===== src/rtl/register_bank_mp_pkg.sv =====
// Shared definitions for the multi-port register bank: write-port op codes and default geometry.
package register_bank_pkg;

   typedef enum logic [1:0] {
      OP_NOP   = 2'b00,
      OP_WRITE = 2'b01,
      OP_INC   = 2'b10,
      OP_DEC   = 2'b11
   } op_e;

   localparam int DEF_WIDTH = 8;
   localparam int DEF_DEPTH = 8;

endpackage


===== src/rtl/register_bank_mp_incdec_unit.sv =====
// Combinational increment/decrement of one register value with carry/borrow and zero status.
module incdec_unit
   import register_bank_pkg::*;
#(
   parameter int WIDTH = DEF_WIDTH
) (
   input  logic [WIDTH-1:0] old_i,
   input  logic [1:0]       op_i,
   output logic [WIDTH-1:0] next_o,
   output logic             carry_o,
   output logic             zero_o
);

   always_comb begin
      next_o  = old_i;
      carry_o = 1'b0;
      case (op_i)
         OP_INC: begin
            next_o  = old_i + WIDTH'(1);
            carry_o = &old_i;
         end
         OP_DEC: begin
            next_o  = old_i - WIDTH'(1);
            carry_o = ~|old_i;
         end
         default: ;
      endcase
      zero_o = ~|next_o;
   end

endmodule


===== src/rtl/register_bank_mp.sv =====
// Register bank with one write/modify port (WRITE/INC/DEC) and two registered read ports
// with write-first bypass, feeding both ALU operands in a single cycle.
module register_bank_mp
   import register_bank_pkg::*;
#(
   parameter  int WIDTH = DEF_WIDTH,
   parameter  int DEPTH = DEF_DEPTH,
   localparam int AW    = $clog2(DEPTH)
) (
   input  logic             clk,
   input  logic             rst_n,
   input  logic             en,
   input  logic [1:0]       op,
   input  logic [AW-1:0]    ws,
   input  logic [WIDTH-1:0] din,
   input  logic             rd_en,
   input  logic [AW-1:0]    rs_a,
   input  logic [AW-1:0]    rs_b,
   output logic [WIDTH-1:0] dout_a,
   output logic [WIDTH-1:0] dout_b,
   output logic             carry,
   output logic             zero
);

   logic [WIDTH-1:0] mem_q [DEPTH];
   logic [WIDTH-1:0] mem_d [DEPTH];
   logic [WIDTH-1:0] dout_a_q, dout_a_d;
   logic [WIDTH-1:0] dout_b_q, dout_b_d;
   logic             carry_q, carry_d;
   logic             zero_q, zero_d;

   logic [WIDTH-1:0] idu_next;
   logic             idu_carry;
   logic             idu_zero;
   logic [WIDTH-1:0] wr_val;
   logic             wr_commit;
   logic             flag_upd;

   incdec_unit #(.WIDTH(WIDTH)) u_incdec (
      .old_i   (mem_q[ws]),
      .op_i    (op),
      .next_o  (idu_next),
      .carry_o (idu_carry),
      .zero_o  (idu_zero)
   );

   assign wr_commit = en && (op != OP_NOP);
   assign flag_upd  = en && ((op == OP_INC) || (op == OP_DEC));
   assign wr_val    = (op == OP_WRITE) ? din : idu_next;

   always_comb begin
      mem_d    = mem_q;
      dout_a_d = dout_a_q;
      dout_b_d = dout_b_q;
      carry_d  = carry_q;
      zero_d   = zero_q;
      if (wr_commit) begin
         mem_d[ws] = wr_val;
      end
      if (flag_upd) begin
         carry_d = idu_carry;
         zero_d  = idu_zero;
      end
      // Same-cycle write to the selected register is forwarded so reads see the new value.
      if (rd_en) begin
         dout_a_d = (wr_commit && (rs_a == ws)) ? wr_val : mem_q[rs_a];
         dout_b_d = (wr_commit && (rs_b == ws)) ? wr_val : mem_q[rs_b];
      end
   end

   always_ff @(posedge clk) begin
      if (!rst_n) begin
         for (int i = 0; i < DEPTH; i++) begin
            mem_q[i] <= '0;
         end
         dout_a_q <= '0;
         dout_b_q <= '0;
         carry_q  <= 1'b0;
         zero_q   <= 1'b0;
      end else begin
         mem_q    <= mem_d;
         dout_a_q <= dout_a_d;
         dout_b_q <= dout_b_d;
         carry_q  <= carry_d;
         zero_q   <= zero_d;
      end
   end

   assign dout_a = dout_a_q;
   assign dout_b = dout_b_q;
   assign carry  = carry_q;
   assign zero   = zero_q;

endmodule

===== config.mk =====
export PLATFORM = sky130hd
export DESIGN_NAME = register_bank_mp
export DESIGN_NICKNAME = d
export VERILOG_FILES = /design/src/rtl/register_bank_mp_pkg.sv /design/src/rtl/register_bank_mp_incdec_unit.sv /design/src/rtl/register_bank_mp.sv
export SDC_FILE = /design/constraint.sdc
export NUM_CORES = 1
export LEC_CHECK = 0
export CORE_UTILIZATION = 45
export CTS_CLUSTER_SIZE = 24
export DETAILED_ROUTE_END_ITERATION = 16
export SYNTH_ARGS = -nofsm -noshare
export SYNTH_HDL_FRONTEND = slang
export SYNTH_HIERARCHICAL = 1
export SYNTH_SLANG_ARGS = --single-unit

===== constraint.sdc =====
create_clock -name clk -period 4.2 [get_ports clk]
set_input_delay 0.84 -clock clk [delete_from_list [all_inputs] [get_ports clk]]
set_output_delay 0.84 -clock clk [all_outputs]
set_load 0.05 [all_outputs]

==> impl_metrics.tcl <==
set metrics [dict create \
    leakage_nw 2.87 \
    instances_no_fill 676 \
    cp-end-kind "register" \
    cts.sinks 82 \
    synthDominantCellAreaShare_pct 32.6 \
    clk_path_buf_depth 2 \
    rows 38 \
    clkLatencyLatePin_ps 370 \
    worstHoldPathCells 2 \
    r2r_start "mem_q[1]" \
    crit_path_top_delay_cell "clkdlybuf4s50_1" \
    syn_inst 488 \
    hp-class "reg2reg" \
    hpwl_um 10100 \
    port-buffer-count 40 \
    setup_ws_ps 460 \
    synth_flop_cell "dfxtp_1" \
    die_w_um 108 \
    cts_resized 0 \
    relSlewSlack_pct 24.6 \
    numCtsBuffers 9 \
    crit_cells 14 \
    syn-num-nets 512 \
    ctsHtreeMaxLevel 3 \
    period_share_pct 89.0 \
    synth_edf_count 0 \
    grt_pass1_wl_um 22700 \
    cp_top_family "multiplexers" \
    synth_cell_type_count 51 \
    cp_max_fo 16 \
    placedCellCount 661 \
    p_total_mw 1.74 \
    crit_path_cell_trace "clkdlybuf4s50_1 > buf_12 > mux4_2 > mux2_2 > xnor2_1 > ha_1 > and2_4 > and3_1 > o22ai_1 > xnor2_1 > mux2i_1 > buf_4 > nand2_1 > o211a_1" \
    track_usage_pct 26.3 \
    seq_area_frac_synth_pct 32.6 \
    timing.setup.critical_path_class "in2reg" \
    clk_pin_slew_worst_paths_ps 80 \
    synth_warnings 6 \
    hold_viol 0 \
    maxCapViolations 0 \
    wirelength_um 14500 \
    cp-start-kind "primary input" \
    powerDensity_nw_per_um2 294 \
    num_antenna_cells 0 \
    initialDrtViolationCount 351 \
    ys_top_cells_by_area "dfxtp_1 33%, mux4_2 18%, o211a_1 13%" \
    reg2reg_slack_ps 1300 \
    via_count 4290 \
    async_flop_share_pct 0 \
    setup-tns-final_ps 0 \
    core_area_um2 10900 \
    rsz0062_at_grt "false" \
    grt_pass1_vias 4061 \
    nNetsFinal 556 \
    viasPerCell 6.35 \
    worst-r2r-cell-count 12 \
    die_y_um 108 \
    cp.buffers_inverters 3 \
    drive_above_1_share_pct 20.7 \
    gp_congestion 0.850 \
    area_growth_pct 17.6 \
    synth_largest_area_cell "dfxtp_1" \
    crit_arrival_ps 4000 \
    tightest_slew_ps 1130 \
    setup_viol 0 \
    max_stage_delay_ps 500 \
    status "completed" \
    synth-seq-cells 82 \
    ir_drop_uv 168 \
    pin_count 41 \
    hold_slack_ps 466 \
    firstDrtPassIters 5 \
    drv_slew 0 \
    drc_errors 0 \
    grt_max_degree 41 \
    grt_antenna_before_repair 0 \
    start_util_pct 46.2 \
    overflow 0 \
    postCtsSetupBuffers 0 \
    crit_top_cell "xnor2_1" \
    worstHoldEndpoint "dout_a[6]" \
    die_area_um2 11600 \
    fmax_mhz 267 \
    wl_per_cell_um 21.4 \
    hp-start "dout_a[6]" \
    finClkSkew_ps 11.6 \
    dp_slack_ps 106 \
    postCtsHoldBufs 0 \
    cts_tree "built" \
    cts_root_buf "clkbuf_8" \
    fin_crit_ps 3740 \
    syn_area_per_cell_um2 10.3 \
    r2r_end "mem_q[30]" \
    cp.required_ps 4460 \
    antenna_left 0 \
    synthesis.area_um2 5030 \
]
## worst max path at each step
stage	to	startpoint
global placement	mem_q[62]	ws[2]
global route	zero	ws[2]
CTS	zero	ws[2]
finish	mem_q[30]	ws[2]
floorplan	mem_q[30]	ws[2]
detailed placement	zero	ws[2]
## state kept, by name, indices dropped and copies added (netlist names)
signal and cells:
carry 1, dout_b 8, dout_a 8, zero 1
mem_q 64
## layer usage
| metal | vias up | part of all wire (%) | GRT usage (%) |
|---|---|---|---|
| met5 | - | 0 | 0 |
| met4 | 0 | 3.3 | 13.8 |
| met3 | 37 | 7.3 | 3.63 |
| met2 | 195 | 46 | 40.8 |
| met1 | 2095 | 43 | 35.6 |
| li1 | 1963 | - | - |
## area by class of cell
type,instances,area (µm²)
Fill cell,984,4970
Inverter,4,15.0
Clock inverter,4,52.6
Timing Repair Buffer,79,726
Sequential cell,82,1640
Multi-Input combinational cell,356,3160
Tap cell,140,175
Clock buffer,11,141
## cell usage after synthesis, types with 2 or more instances
library cell,n
nor3_1,4
nor4b_1,3
xor2_1,7
clkbuf_1,22
o21ai_1,2
a31oi_1,3
buf_6,2
o22ai_1,3
nor2_1,10
a21boi_0,2
nand4_1,2
mux4_2,40
nand3_1,7
o211ai_1,2
nor3_2,2
o221ai_1,19
buf_4,3
buf_2,18
or4_1,4
dfxtp_1,82
or2_1,3
nor4_1,2
nor2b_1,6
nand2_1,94
mux2i_1,30
o21ai_0,2
a22o_1,3
mux2_2,7
a21oi_1,3
nand2b_1,2
o211a_1,65
xnor2_1,7
inv_1,4
nor3b_1,3
and3_1,4
## power by group
part	switching (mW)	leakage, nW	internal (mW)
clock network	0.292	0.0994	0.289
registers	0.0207	0.664	0.800
logic	0.187	2.10	0.148
total	0.500	2.87	1.24
## per-stage QoR
step	area, µm²	utilization (%)
3_3_place_gp	5720	52.5
4_1_cts	5910	54.3
2_1_floorplan	5030	-
3_5_place_dp	5720	52.5
5_1_grt	5910	54.3
6_report	5910	54.3
## logic make-up after synthesis
group | synth area share, %
simple gates | 14.5
fa+ha+maj | 0.249
flops | 32.6
buf+inv | 4.70
compound gates | 20.0
xor+xnor | 2.44
mux | 25.4
## tightest hold or removal path: stages, from the launching register on
cell and delay (ps):
dfxtp_1 330, nand2_1 50, o221ai_1 60
## cell usage in the layout, fill, tap and decap left out, types with 3 or more instances in the layout
cell and instances:
xnor2_1 7, nand2_1 94, and3_1 4, nor2b_1 6, o22ai_1 3, or4_1 4, clkbuf_8 10, buf_4 36
nor3_2 4, nand3_1 7, nor3b_1 3, nor2_1 10, dfxtp_1 82, a22o_1 3, nor4b_1 3, mux2_2 7
xor2_1 7, a31oi_1 3, inv_1 4, or2_1 3, o221ai_1 19, a21oi_1 3, o211a_1 65, mux4_2 40
buf_12 3, mux2i_1 30, clkdlybuf4s50_1 39
(Power assumes the default switching activity.)
